`src/rtl/cpu_mon_pkg.sv`:
```
// Shared types and constants for the cpu run monitor.
package cpu_mon_pkg;

    localparam logic [1:0] IDLE    = 2'd0;
    localparam logic [1:0] RUN     = 2'd1;
    localparam logic [1:0] DONE    = 2'd2;
    localparam logic [1:0] TIMEOUT = 2'd3;

    typedef enum logic [1:0] {
        ST_IDLE    = IDLE,
        ST_RUN     = RUN,
        ST_DONE    = DONE,
        ST_TIMEOUT = TIMEOUT
    } state_e;

    // jal x0,0 : the conventional "spin here forever" end-of-test instruction
    localparam logic [31:0] DEFAULT_END_SENTINEL = 32'h0000_006F;

    localparam int unsigned REG_IDX_W = 5;

endpackage

```
`src/rtl/cpu_run_monitor_if.sv`:
```
// Retire / write-back / store streams observed from the cpu core.
interface cpu_run_monitor_if #(
    parameter int unsigned XLEN = 32
) ();
    import cpu_mon_pkg::*;

    logic                 retire_valid;
    logic [XLEN-1:0]      retire_pc;
    logic [XLEN-1:0]      retire_instr;
    logic                 wb_valid;
    logic [REG_IDX_W-1:0] wb_rd;
    logic [XLEN-1:0]      wb_data;
    logic                 store_valid;
    logic [XLEN-1:0]      store_addr;
    logic [XLEN-1:0]      store_data;

    modport master (
        output retire_valid, retire_pc, retire_instr,
        output wb_valid, wb_rd, wb_data,
        output store_valid, store_addr, store_data
    );

    modport slave (
        input retire_valid, retire_pc, retire_instr,
        input wb_valid, wb_rd, wb_data,
        input store_valid, store_addr, store_data
    );
endinterface

```
`src/rtl/cpu_mon_chk_slot.sv`:
```
// One checkpoint: a hit bit set by a matching key with equal data, cleared by a
// matching key with different data, so it reflects the last write to that key.
module cpu_mon_chk_slot #(
    parameter int unsigned XLEN  = 32,
    parameter int unsigned KEY_W = 5
) (
    input  logic             clk,
    input  logic             reset,
    input  logic             clear,
    input  logic             en,
    input  logic             valid,
    input  logic [KEY_W-1:0] key,
    input  logic [KEY_W-1:0] exp_key,
    input  logic [XLEN-1:0]  data,
    input  logic [XLEN-1:0]  exp_val,
    output logic             hit,
    output logic             hit_nxt_c
);

    always_comb begin
        hit_nxt_c = hit;
        if (clear) begin
            hit_nxt_c = 1'b0;
        end else if (en && valid && (key == exp_key)) begin
            hit_nxt_c = (data == exp_val);
        end
    end

    always_ff @(posedge clk or negedge reset) begin
        if (!reset) begin
            hit <= 1'b0;
        end else begin
            hit <= hit_nxt_c;
        end
    end

endmodule

```
`src/rtl/cpu_run_monitor.sv`:
```
// Run monitor beside the cpu: counts cycles/retirements, tracks register and memory
// checkpoints, and ends a run on the sentinel instruction or a cycle timeout.
// Optional misaligned-store tracking is enabled with `define CPU_MON_MISALIGN_EN.
module cpu_run_monitor
    import cpu_mon_pkg::*;
#(
    parameter int unsigned     XLEN           = 32,
    parameter int unsigned     NUM_REG_CHECKS = 2,
    parameter int unsigned     NUM_MEM_CHECKS = 2,
    parameter int unsigned     CNT_WIDTH      = 32,
    parameter int unsigned     MAX_CYCLES     = 20,
    parameter logic [XLEN-1:0] END_SENTINEL   = XLEN'(DEFAULT_END_SENTINEL)
) (
    input  logic                                clk,
    input  logic                                reset,
    input  logic                                start,
    cpu_run_monitor_if.slave                    mon,
    input  logic [REG_IDX_W*NUM_REG_CHECKS-1:0] reg_chk_idx,
    input  logic [XLEN*NUM_REG_CHECKS-1:0]      reg_chk_val,
    input  logic [XLEN*NUM_MEM_CHECKS-1:0]      mem_chk_addr,
    input  logic [XLEN*NUM_MEM_CHECKS-1:0]      mem_chk_val,
    output logic                                busy,
    output logic                                done,
    output logic                                timeout,
    output logic                                pass,
    output logic                                fail,
    output logic [NUM_REG_CHECKS-1:0]           reg_hit,
    output logic [NUM_MEM_CHECKS-1:0]           mem_hit,
    output logic [CNT_WIDTH-1:0]                cycle_count,
    output logic [CNT_WIDTH-1:0]                instr_count,
    output logic [XLEN-1:0]                     end_pc
`ifdef CPU_MON_MISALIGN_EN
    ,
    output logic [CNT_WIDTH-1:0]                misalign_count,
    output logic [XLEN-1:0]                     first_misalign_addr
`endif
);

    localparam int unsigned ADDR_KEY_W = XLEN - 2;

    state_e state, state_nxt;
    logic   start_run_c;
    logic   run_c;
    logic   sentinel_c;
    logic   tmo_c;
    logic   mis_ok_c;
    logic   pass_nxt_c;
    logic [NUM_REG_CHECKS-1:0] reg_hit_nxt;
    logic [NUM_MEM_CHECKS-1:0] mem_hit_nxt;

    assign run_c      = (state == ST_RUN);
    assign sentinel_c = run_c && mon.retire_valid && (mon.retire_instr == END_SENTINEL);
    assign tmo_c      = run_c && !sentinel_c &&
                        (cycle_count == CNT_WIDTH'(MAX_CYCLES - 1));

    always_ff @(posedge clk or negedge reset) begin
        if (!reset) begin
            state <= ST_IDLE;
        end else begin
            state <= state_nxt;
        end
    end

    // Sentinel has priority over timeout when both land on the same cycle
    always_comb begin
        state_nxt   = state;
        start_run_c = 1'b0;
        unique case (state)
            ST_IDLE, ST_DONE, ST_TIMEOUT: begin
                if (start) begin
                    state_nxt   = ST_RUN;
                    start_run_c = 1'b1;
                end
            end
            ST_RUN: begin
                if (sentinel_c) begin
                    state_nxt = ST_DONE;
                end else if (tmo_c) begin
                    state_nxt = ST_TIMEOUT;
                end
            end
            default: state_nxt = ST_IDLE;
        endcase
    end

    // Register checkpoints; an x0 slot compares a constant zero from the first RUN cycle
    for (genvar i = 0; i < int'(NUM_REG_CHECKS); i++) begin : g_reg
        logic [REG_IDX_W-1:0] idx;
        logic                 zero_idx;
        logic                 valid;
        logic [REG_IDX_W-1:0] key;
        logic [XLEN-1:0]      data;

        assign idx      = reg_chk_idx[REG_IDX_W*i +: REG_IDX_W];
        assign zero_idx = (idx == '0);
        assign valid    = zero_idx ? 1'b1 : (mon.wb_valid && (mon.wb_rd != '0));
        assign key      = zero_idx ? '0 : mon.wb_rd;
        assign data     = zero_idx ? '0 : mon.wb_data;

        cpu_mon_chk_slot #(.XLEN(XLEN), .KEY_W(REG_IDX_W)) u_slot (
            .clk       (clk),
            .reset     (reset),
            .clear     (start_run_c),
            .en        (run_c),
            .valid     (valid),
            .key       (key),
            .exp_key   (idx),
            .data      (data),
            .exp_val   (reg_chk_val[XLEN*i +: XLEN]),
            .hit       (reg_hit[i]),
            .hit_nxt_c (reg_hit_nxt[i])
        );
    end

    // Memory checkpoints match on the word address only
    for (genvar i = 0; i < int'(NUM_MEM_CHECKS); i++) begin : g_mem
        logic [1:0] unused_chk_lsb;
        assign unused_chk_lsb = mem_chk_addr[XLEN*i +: 2];

        cpu_mon_chk_slot #(.XLEN(XLEN), .KEY_W(ADDR_KEY_W)) u_slot (
            .clk       (clk),
            .reset     (reset),
            .clear     (start_run_c),
            .en        (run_c),
            .valid     (mon.store_valid),
            .key       (mon.store_addr[XLEN-1:2]),
            .exp_key   (mem_chk_addr[XLEN*i+2 +: ADDR_KEY_W]),
            .data      (mon.store_data),
            .exp_val   (mem_chk_val[XLEN*i +: XLEN]),
            .hit       (mem_hit[i]),
            .hit_nxt_c (mem_hit_nxt[i])
        );
    end

`ifdef CPU_MON_MISALIGN_EN
    logic mis_store_c;
    assign mis_store_c = run_c && mon.store_valid && (mon.store_addr[1:0] != 2'b00);
    assign mis_ok_c    = (misalign_count == '0) && !mis_store_c;

    always_ff @(posedge clk or negedge reset) begin
        if (!reset) begin
            misalign_count      <= '0;
            first_misalign_addr <= '0;
        end else if (start_run_c) begin
            misalign_count      <= '0;
            first_misalign_addr <= '0;
        end else if (mis_store_c) begin
            if (misalign_count == '0) begin
                first_misalign_addr <= mon.store_addr;
            end
            if (misalign_count != '1) begin
                misalign_count <= misalign_count + CNT_WIDTH'(1);
            end
        end
    end
`else
    logic [1:0] unused_store_lsb;
    assign unused_store_lsb = mon.store_addr[1:0];
    assign mis_ok_c         = 1'b1;
`endif

    assign pass_nxt_c = (&reg_hit_nxt) && (&mem_hit_nxt) && mis_ok_c;

    // Counters and status; everything holds outside RUN
    always_ff @(posedge clk or negedge reset) begin
        if (!reset) begin
            busy        <= 1'b0;
            done        <= 1'b0;
            timeout     <= 1'b0;
            pass        <= 1'b0;
            fail        <= 1'b0;
            cycle_count <= '0;
            instr_count <= '0;
            end_pc      <= '0;
        end else begin
            busy <= (state_nxt == ST_RUN);
            if (start_run_c) begin
                done        <= 1'b0;
                timeout     <= 1'b0;
                pass        <= 1'b0;
                fail        <= 1'b0;
                cycle_count <= '0;
                instr_count <= '0;
                end_pc      <= '0;
            end else if (run_c) begin
                if (cycle_count != '1) begin
                    cycle_count <= cycle_count + CNT_WIDTH'(1);
                end
                if (mon.retire_valid && (instr_count != '1)) begin
                    instr_count <= instr_count + CNT_WIDTH'(1);
                end
                if (sentinel_c) begin
                    done   <= 1'b1;
                    end_pc <= mon.retire_pc;
                    pass   <= pass_nxt_c;
                    fail   <= !pass_nxt_c;
                end else if (tmo_c) begin
                    timeout <= 1'b1;
                    pass    <= 1'b0;
                    fail    <= 1'b1;
                end
            end
        end
    end

endmodule

```
`src/flat_wrapper.sv`:
```
// flat-port wrapper written by rule: the top's interface ports become plain ports
module cpu_run_monitor_flat import cpu_mon_pkg::*;
#(
    parameter int unsigned     XLEN           = 32,
    parameter int unsigned     NUM_REG_CHECKS = 2,
    parameter int unsigned     NUM_MEM_CHECKS = 2,
    parameter int unsigned     CNT_WIDTH      = 32,
    parameter int unsigned     MAX_CYCLES     = 20,
    parameter logic [XLEN-1:0] END_SENTINEL   = XLEN'(DEFAULT_END_SENTINEL)
)
  (clk, reset, start, reg_chk_idx, reg_chk_val, mem_chk_addr, mem_chk_val, busy, done, timeout, pass, fail, reg_hit, mem_hit, cycle_count, instr_count, end_pc, mon_retire_valid, mon_retire_pc, mon_retire_instr, mon_wb_valid, mon_wb_rd, mon_wb_data, mon_store_valid, mon_store_addr, mon_store_data);
  cpu_run_monitor_if #(.XLEN(XLEN)) mon_i ();
  input  logic clk;
  input  logic reset;
  input  logic start;
  input  logic [REG_IDX_W*NUM_REG_CHECKS-1:0] reg_chk_idx;
  input  logic [XLEN*NUM_REG_CHECKS-1:0] reg_chk_val;
  input  logic [XLEN*NUM_MEM_CHECKS-1:0] mem_chk_addr;
  input  logic [XLEN*NUM_MEM_CHECKS-1:0] mem_chk_val;
  output logic busy;
  output logic done;
  output logic timeout;
  output logic pass;
  output logic fail;
  output logic [NUM_REG_CHECKS-1:0] reg_hit;
  output logic [NUM_MEM_CHECKS-1:0] mem_hit;
  output logic [CNT_WIDTH-1:0] cycle_count;
  output logic [CNT_WIDTH-1:0] instr_count;
  output logic [XLEN-1:0] end_pc;
  input wire logic [$bits(mon_i.retire_valid)-1:0] mon_retire_valid;
  input wire logic [$bits(mon_i.retire_pc)-1:0] mon_retire_pc;
  input wire logic [$bits(mon_i.retire_instr)-1:0] mon_retire_instr;
  input wire logic [$bits(mon_i.wb_valid)-1:0] mon_wb_valid;
  input wire logic [$bits(mon_i.wb_rd)-1:0] mon_wb_rd;
  input wire logic [$bits(mon_i.wb_data)-1:0] mon_wb_data;
  input wire logic [$bits(mon_i.store_valid)-1:0] mon_store_valid;
  input wire logic [$bits(mon_i.store_addr)-1:0] mon_store_addr;
  input wire logic [$bits(mon_i.store_data)-1:0] mon_store_data;
  assign mon_i.retire_valid = mon_retire_valid;
  assign mon_i.retire_pc = mon_retire_pc;
  assign mon_i.retire_instr = mon_retire_instr;
  assign mon_i.wb_valid = mon_wb_valid;
  assign mon_i.wb_rd = mon_wb_rd;
  assign mon_i.wb_data = mon_wb_data;
  assign mon_i.store_valid = mon_store_valid;
  assign mon_i.store_addr = mon_store_addr;
  assign mon_i.store_data = mon_store_data;
  cpu_run_monitor #(.XLEN(XLEN), .NUM_REG_CHECKS(NUM_REG_CHECKS), .NUM_MEM_CHECKS(NUM_MEM_CHECKS), .CNT_WIDTH(CNT_WIDTH), .MAX_CYCLES(MAX_CYCLES), .END_SENTINEL(END_SENTINEL)) u_core (.clk(clk), .reset(reset), .start(start), .mon(mon_i), .reg_chk_idx(reg_chk_idx), .reg_chk_val(reg_chk_val), .mem_chk_addr(mem_chk_addr), .mem_chk_val(mem_chk_val), .busy(busy), .done(done), .timeout(timeout), .pass(pass), .fail(fail), .reg_hit(reg_hit), .mem_hit(mem_hit), .cycle_count(cycle_count), .instr_count(instr_count), .end_pc(end_pc));
endmodule
```
`config.mk`:
```
export PLATFORM = sky130hd
export DESIGN_NAME = cpu_run_monitor_flat
export DESIGN_NICKNAME = d
export VERILOG_FILES = /design/src/rtl/cpu_mon_pkg.sv /design/src/rtl/cpu_run_monitor_if.sv /design/src/rtl/cpu_mon_chk_slot.sv /design/src/rtl/cpu_run_monitor.sv /design/src/flat_wrapper.sv
export SDC_FILE = /design/constraint.sdc
export NUM_CORES = 1
export LEC_CHECK = 0
export ABC_AREA = 1
export CELL_PAD_IN_SITES_DETAIL_PLACEMENT = 0
export CELL_PAD_IN_SITES_GLOBAL_PLACEMENT = 1
export CORE_AREA = 4 4 205 207
export CTS_CLUSTER_SIZE = 40
export DETAILED_ROUTE_END_ITERATION = 12
export DIE_AREA = 0 0 209 211
export PLACE_DENSITY = 0.79
export SLEW_MARGIN = 20
export SYNTH_ARGS = -nofsm -noshare
export SYNTH_HDL_FRONTEND = slang
export SYNTH_SLANG_ARGS = --single-unit
export TNS_END_PERCENT = 5
```
`constraint.sdc`:
```
create_clock -name clk -period 2.1 [get_ports clk]
set_clock_uncertainty 0.2 [all_clocks]
set_input_delay 0.21 -clock clk [delete_from_list [all_inputs] [get_ports clk]]
set_output_delay 0.21 -clock clk [all_outputs]
set_load 0.03 [all_outputs]
```
==> flow_summary.toml, run 1 <==
[global_routing]
use_met1_pct = 23.5
grt_first_pass_wirelength_mm = 67.3
grt-busiest-layer = "met2"
antenna_found_initial = 3
gr-usage-all-layers_pct = 19.2
grt_max_degree = 37
grt_overflow = 0
use_met2_pct = 33.8
gr-usage-met3_pct = 5.14
grt_pass1_vias = 12200

[floorplanning]
die-area_sq_mm = 0.0441
ios = 478
fp.dieW_um = 209
core.rowCount = 74
die_y_um = 211
start_util_pct = 23.6
placeableCoreArea_sq_mm = 0.0404

[layout]
num-fill-cells = 4220
layout.nets = 2563
synthToLayoutAreaGrowth_pct = 81.1
final_cells = 2728
postLayoutCoreUtil_pct = 42.8
drive_gt1_share_pct = 15.5

[synthesis]
synth_edf_count = 0
yosys.area.top_type = "dfrtp_1"
yosys.cell_types.count = 42
synthFlopType = "dfrtp_1"
syn_avg_cell_area_sq_um = 6.20
synthTopCellsByArea = "dfrtp_1 28%, nand2_1 21%, xnor2_1 8.0%, nor2_1 7.5%, inv_1 6.9%"
yosysTopAreaCellShare_pct = 28.1
synth_area_sq_mm = 0.00954
synthCells = 1537
synth_fp_nets = 1912
ys_ff_latch = 107
yosysSeqAreaShare_pct = 28.1
yosys_warnings = 0
synthArstFlopShare_pct = 100

[cts]
path_clk_slew_ns = 0.08
cts_tree = "yes"
clock_latency_ns = 0.36
h-tree-depth = 3
cts.sinks = 107
clockRootBuffer = "clkbuf_16"
clockBufferDepth = 2
cts_buffers = 9

[route]
dr.pass1.iters = 4
num_vias = 12100
dr.first_iter.drc_count = 613
routed_wirelength_mm = 45.3
ant_nets = 0
wire_per_inst_um = 16.6
viasPerCell = 4.44
drc_errors = 0

[timing]
timing.fmax_ghz = 0.483
finalCritPeriodShare_pct = 98.6
tightest_slew_ns = 0.535
max-slew-margin-rel_pct = 64.2
finalSetupViolCount = 0
grt_setup_unrepaired = "yes"
hold_viol = 0
whs_ns = 0.0916
slew_viol_final = 0
period_needed_ns = 2.07

[power]
finalPower_w = 0.00724
vdd_ir_drop_max_mv = 0.305
p_per_area_mw_per_mm2 = 419
p_leak_nw = 7.99

[critical_path]
endpoint_kind = "flip-flop"
cp.arrival_ns = 2.12
max_stage_delay_ns = 0.51
cp_slowest_cell = "clkdlybuf4s50_1"
critPathLaunchType = "input pin"
setup.worst_path.class = "input pin to flip-flop"
crit_top_cell = "nand2_1"
crit_chain = "clkdlybuf4s50_1 -> xnor2_1 -> o21ai_0 -> nor2_1 -> nand2_1 -> nor2_1 -> nand2_1 -> nand2_1 -> nand3_1 -> nor2_2 -> nand2_1 -> o21ai_1 -> nand2_1"
cp_num_buf_inv = 1
critPathRequiredTime_ns = 2.15
cpLargestDelayFamily = "simple AND/OR/NAND/NOR gates"
crit_path_max_fanout = 2

[placement]
io_buffers = 471
hpwlAfterDp_mm = 37.2
place_congestion = 0.945
placed_cells = 2682

[outcome]
status = "completed"

[run]
max-cap-violations = 0

[worst_hold_path]
hp-class = "input pin to async pin"
cell usage in the layout, fill, tap and decap left out, types with 3 or more instances in the layout:
cell type,n
nand3_1,117
clkdlybuf4s50_1,456
clkbuf_16,14
inv_2,12
nand3_2,3
o21ai_1,11
and2_1,5
nor4_1,10
nor2_4,7
nand4_1,29
dlymetal6s2s_1,12
buf_4,183
inv_1,166
diode_2,3
o22ai_1,3
dfrtp_2,20
dfrtp_1,87
o21ai_0,22
nor2_2,23
buf_6,7
nand3b_1,22
xor2_1,56
xnor2_1,86
a2bb2oi_1,3
nor3_2,7
a21oi_1,27
or2_2,5
nand3_4,3
nand2_4,4
a21o_1,3
nor3_1,26
buf_12,11
o31ai_1,20
nand2_1,514
nor4_2,6
a21oi_2,4
nor2_1,163
nand2_2,13
synthesized netlist by cell type (17+ instances only):
cell	number
nand2_1	527
nor2_1	190
inv_1	175
nand3_1	121
dfrtp_1	107
xnor2_1	87
xor2_1	56
nor3_1	33
o21ai_0	33
a21oi_1	31
nand4_1	29
nand3b_1	22
o31ai_1	20
buf_2	18
nor4_1	17
repair_timing:
action | 4_1_cts | 5_1_grt
resized for setup | 27 | 103
hold buffers | 1 | 0
hold endpoints to repair | 107 | 0
cloned | 2 | 6
buffers inserted | 5 | 14
pin swaps | 13 | 43
endpoints found under the setup margin | 82 | 71
report_power, final:
group          internal, W  leakage, nW  switching (W)  total [W]
Sequential         0.00221         1.36       0.000148    0.00236
Clock             0.000939        0.142       0.000879    0.00182
Combinational      0.00161         6.49        0.00145    0.00306
Total              0.00476         7.99        0.00248    0.00724
routing by layer:
layer | wire [um] | vias to the layer above
met5 | 0 | -
met4 | 1020 | 0
met3 | 3260 | 50
met2 | 22000 | 370
met1 | 19000 | 5535
li1 | - | 6157
kinds of logic (layout without fill, tap and decap cells):
group / after synthesis / after routing / share of synthesized area, %
adders and majority gates: 2 / 2 / 0.262
other: 0 / 3 / 0
xor gates and xnor gates: 143 / 143 / 13.1
buffers and inverters: 219 / 875 / 9.09
DFF: 107 / 107 / 28.1
AOI/OAI and AO/OA: 101 / 101 / 6.27
and+or+nand+nor: 965 / 965 / 43.2
metrics by stage:
step                cell area (sq um)  setup WS, ns  TNS [ns]
floorplan                        9570       -0.0277   -0.0537
global route                    17300        -0.108     -2.23
detailed placement              16200        -0.510    -16.44
CTS                             16700       -0.0320   -0.0845
global placement                16200        -0.537    -16.80
finish                          17300        0.0293         0
area by class of cell:
class	instances	area [sq um]	share of cell area (%)
Antenna cell	3	7.51	0.0435
Clock buffer	11	233	1.35
Clock inverter	5	62.6	0.362
Inverter	181	686	3.97
Multi-Input combinational cell	1211	6330	36.7
Sequential cell	107	2700	15.6
Tap cell	532	666	3.85
Timing Repair Buffer	678	6590	38.1
worst reg2reg max path, stage by stage, from the launching register on:
cell and delay (ns):
dfrtp_2 0.42, buf_4 0.14, ha_1 0.19, nand2_2 0.09
nor2_4 0.05, nand4_1 0.10, nand2_2 0.11, buf_4 0.15
nor4_2 0.14, buf_4 0.16, nand2_1 0.06, nor2_1 0.10
nor2_1 0.06
final timing paths:
| kind | start | endpoint | slack, ns | cells past startpoint |
|---|---|---|---|---|
| worst max-delay path | mon_store_data[8] | u_core.fail | 0.03 | 13 |
| worst min-delay path | reset | u_core.instr_count[23] | 0.09 | 2 |
| worst max register to register | u_core.instr_count[1] | u_core.instr_count[25] | 0.04 | 12 |
| worst min register to register | u_core.done | u_core.done | 0.30 | 2 |
| max in group asynchronous | reset | u_core.instr_count[4] | 1.02 | 3 |
| min in group clk | mon_retire_pc[4] | u_core.end_pc[4] | 0.18 | 3 |
flip-flops by register name, indices dropped and copies added, names as in the netlist:
register                 flops
u_core.timeout               1
u_core.instr_count          32
u_core.fail                  1
u_core.g.u_slot.hit          2
u_core.pass                  1
u_core.g_mem.u_slot.hit      2
u_core.done                  1
u_core.state                 2
u_core.busy                  1
u_core.cycle_count          32
u_core.end_pc               32
Note: power is estimated with default switching activity, not from simulation.
==> run 2, diff against run 1 <==
--- a/config.mk
+++ b/config.mk
@@ -9,6 +9,7 @@
 export CELL_PAD_IN_SITES_DETAIL_PLACEMENT = 0
 export CELL_PAD_IN_SITES_GLOBAL_PLACEMENT = 1
 export CORE_AREA = 4 4 205 207
+export CTS_CLUSTER_DIAMETER = 30
 export CTS_CLUSTER_SIZE = 40
 export DETAILED_ROUTE_END_ITERATION = 12
 export DIE_AREA = 0 0 209 211
==> results of run 2 <==
Final layout, timing and power as in run 1 (identical DEF).
==> variant, RTL diff (flow settings as in run 2) <==
Register the output `instr_count` once more, without a reset; this adds one clock of latency there. The other outputs are not delayed to match.
--- a/src/rtl/cpu_run_monitor.sv
+++ b/src/rtl/cpu_run_monitor.sv
@@ -39,4 +39,6 @@
     localparam int unsigned ADDR_KEY_W = XLEN - 2;
 
+    logic [CNT_WIDTH-1:0] instr_count_s0;
+
     state_e state, state_nxt;
     logic   start_run_c;
@@ -171,5 +173,5 @@
             fail        <= 1'b0;
             cycle_count <= '0;
-            instr_count <= '0;
+            instr_count_s0 <= '0;
             end_pc      <= '0;
         end else begin
@@ -181,5 +183,5 @@
                 fail        <= 1'b0;
                 cycle_count <= '0;
-                instr_count <= '0;
+                instr_count_s0 <= '0;
                 end_pc      <= '0;
             end else if (run_c) begin
@@ -187,6 +189,6 @@
                     cycle_count <= cycle_count + CNT_WIDTH'(1);
                 end
-                if (mon.retire_valid && (instr_count != '1)) begin
-                    instr_count <= instr_count + CNT_WIDTH'(1);
+                if (mon.retire_valid && (instr_count_s0 != '1)) begin
+                    instr_count_s0 <= instr_count_s0 + CNT_WIDTH'(1);
                 end
                 if (sentinel_c) begin
@@ -204,4 +206,8 @@
     end
 
+    always_ff @(posedge clk) begin
+        instr_count <= instr_count_s0;
+    end
+
 endmodule
 
Formal check against the unedited RTL: not equivalent (a bounded check fails within 4 cycles, from zero or initial values and one cycle with reset low).
==> variant against run 2 <==
- the run now ends with negative setup slack left
- total power rose by 46%
- fmax shrank 5.7%
- sequential share of layout area grew 3.6 points
- synthesized area about the same
- sequential cell count increased by 32
- clock power rose by 75%
- sequential power grew 39%
- setup slack got worse by 130 ps
- utilization is essentially flat
- synthesized cell count down 13%
- routed wire length fell by 7.7%
- design area hardly changed
==> variant: results (changes against run 2) <==
The type of the worst min-delay path is in -> async. The deepest clock path buffer count was 2 (unchanged); the worst slack at placement was -475.2 ps (+34.97 ps). Clock root buffer master: sky130_fd_sc_hd__clkbuf_16.

The checks that failed: negative setup slack. The tools report the placer's final routability congestion estimate as 0.9151 (-3.2%). For the first-pass iteration count of the detailed router, the log shows 5 (+1). The post-placement cell area was 0.01599 mm2 (-1.5%); the max capacitance violation total was 0 (unchanged). The post-synthesis area per instance is 7.100 um2 (+14%). Final total negative setup slack: -266.8 ps (-266.8 ps). The run gives 0 (unchanged) as the number of warning messages in the yosys log.

The startpoint identified for the worst register-to-register timing path is u_core.instr_count_s0[1]$_DFFE_PN0P_. The post-synthesis cell type count is 48 (+14%), and the maximum level of the CTS H-tree is 4 (+1). The run gives 59 (+59%) as the pin count of the biggest net entering global routing. Critical-path maximum fanout: 4 (+2). The number of vias per cell came out at 4.430 (-0.22%). Total of endpoints with negative setup slack in the final report: 8 (+8). The data arrival time of the worst path was 2300 ps (+180 ps).

The post-synthesis register bit count works out to 139 (+30%). The sequential element share of the synthesized area is 0.3483 (+0.06749), and the via count of the first global-routing pass is 11.35k (-6.6%). By area the synthesized netlist is led by sky130_fd_sc_hd__dfrtp_1, sky130_fd_sc_hd__nand2_1, sky130_fd_sc_hd__xor2_1, sky130_fd_sc_hd__dfxtp_1, sky130_fd_sc_hd__xnor2_1. The tools report the endpoint of the lowest-slack register-to-register path as u_core.instr_count_s0[21]$_DFFE_PN0P_. The run gives -96.65 ps (-125.9 ps) as the final worst setup slack.

The logs give 133.0 ps (+41.41 ps) for the final-layout worst hold slack and 62580 um (-7.0%) for the global-route wire length before repair. The clock input transition at the sequential cells of the worst setup and hold paths came out at 60 ps (-20 ps). The flow ran to the end, but the final reports show violations. The clock latency on the worst-skew pair was 430 ps (+70 ps); the leakage power was 7.577 nW (-5.2%). After synthesis, the most frequently instantiated cells are sky130_fd_sc_hd__nand2_1, sky130_fd_sc_hd__nor2_1, sky130_fd_sc_hd__inv_1, sky130_fd_sc_hd__dfrtp_1, sky130_fd_sc_hd__xor2_1. The worst-case headroom to the max-slew limit came out at 0.6653 (+0.02331).

The HPWL after detailed placement is 34910 um (-6.2%). For the final cell count without fillers, the log shows 2513 (-7.9%). Post-synthesis net count: 1717 (-10%). For the number of antenna violations at the first check in global routing, the log shows 2 (-1). The total wire length is 41840 um (-7.7%), and the proportion of layout cells with a drive suffix above 1 is 0.1617 (+0.006203).

The maximum vdd ir drop was 591.2 uV (+94%); the number of nets in the finished design was 2341 (-8.7%). The count of buffers from port buffering is 471 (unchanged), and the aggregate global-route resource usage is 0.1804 (-0.01170). The cell depth of the worst flop-to-flop path came out at 13 (+1). Number of buffers created by CTS: 17 (+8). The proportion of register bits with asynchronous set or reset after synthesis is 0.7698 (-0.2302), and the starting DRC count in detailed routing is 450 (-27%).
-- variant: layout make-up --
type / instances / area, um2
Sequential cell: 139 / 3327
Tap cell: 532 / 665.6
Antenna cell: 2 / 5.005
Fill cell: 4072 / 23100
Inverter: 138 / 525.5
Timing Repair Buffer: 638 / 6121
Clock inverter: 5 / 37.54
Multi-Input combinational cell: 1032 / 5989
Clock buffer: 27 / 600.6
-- variant: kinds of logic (layout without fill, tap and decap cells) --
family / after synthesis / in the layout / share of synthesized area
xor+xnor: 149 / 149 / 0.1370
simple gates: 744 / 744 / 0.3441
compound gates: 137 / 137 / 0.09416
fa+ha+maj: 2 / 2 / 0.002626
buf+inv: 171 / 808 / 0.07393
other cells: 0 / 2 / 0
flops: 139 / 139 / 0.3483
-- variant: critical path, cell delays in order, from the launching register on --
cell and delay [ps]:
sky130_fd_sc_hd__dfrtp_1 400, sky130_fd_sc_hd__ha_2 210, sky130_fd_sc_hd__nand2_2 90, sky130_fd_sc_hd__nor2_4 40, sky130_fd_sc_hd__nand2_2 60, sky130_fd_sc_hd__nor2_2 40
sky130_fd_sc_hd__nand4_1 110, sky130_fd_sc_hd__nand2_2 70, sky130_fd_sc_hd__buf_6 130, sky130_fd_sc_hd__nor4_4 360, sky130_fd_sc_hd__buf_4 180, sky130_fd_sc_hd__nand2_1 40
sky130_fd_sc_hd__nor2_1 80, sky130_fd_sc_hd__nor3_1 50
-- variant: where the power goes --
group / switching, mW / total, mW / leakage [nW] / internal (mW)
sequential: 0.259 / 3.27 / 1.69 / 3.02
clock: 1.21 / 3.19 / 0.315 / 1.98
combinational: 2.05 / 4.09 / 5.58 / 2.04
-- variant: layer usage --
metal	part of all wire	up-vias	GRT usage
met5	0	-	0
met4	0.023	0	0.04995
met3	0.065	51	0.04812
met2	0.48	340	0.3104
met1	0.43	5143	0.2243
li1	-	5599	-
-- variant: how the worst max path moves through the flow --
stage	start	endpoint	slack (ps)	depth (start not counted)
3_5_place_dp	mon_store_valid	u_core.fail$_DFFE_PN0P_	-480	17
6_report	u_core.instr_count_s0[1]$_DFFE_PN0P_	u_core.instr_count_s0[21]$_DFFE_PN0P_	-100	13
4_1_cts	u_core.state[1]$_DFF_PN0_	u_core.fail$_DFFE_PN0P_	-110	17
3_3_place_gp	mon_store_valid	u_core.fail$_DFFE_PN0P_	-500	17
5_1_grt	u_core.instr_count_s0[1]$_DFFE_PN0P_	u_core.instr_count_s0[21]$_DFFE_PN0P_	-200	13
2_1_floorplan	u_core.cycle_count[4]$_DFFE_PN0P_	u_core.cycle_count[26]$_DFFE_PN0P_	0.09	12
-- variant: what timing repair did --
item	in CTS	in global routing
endpoints found under the setup margin	75	103
setup buffers	3	10
gates resized for setup	42	103
hold buffers	2	0
hold endpoints to repair	107	0
pin swaps	25	28
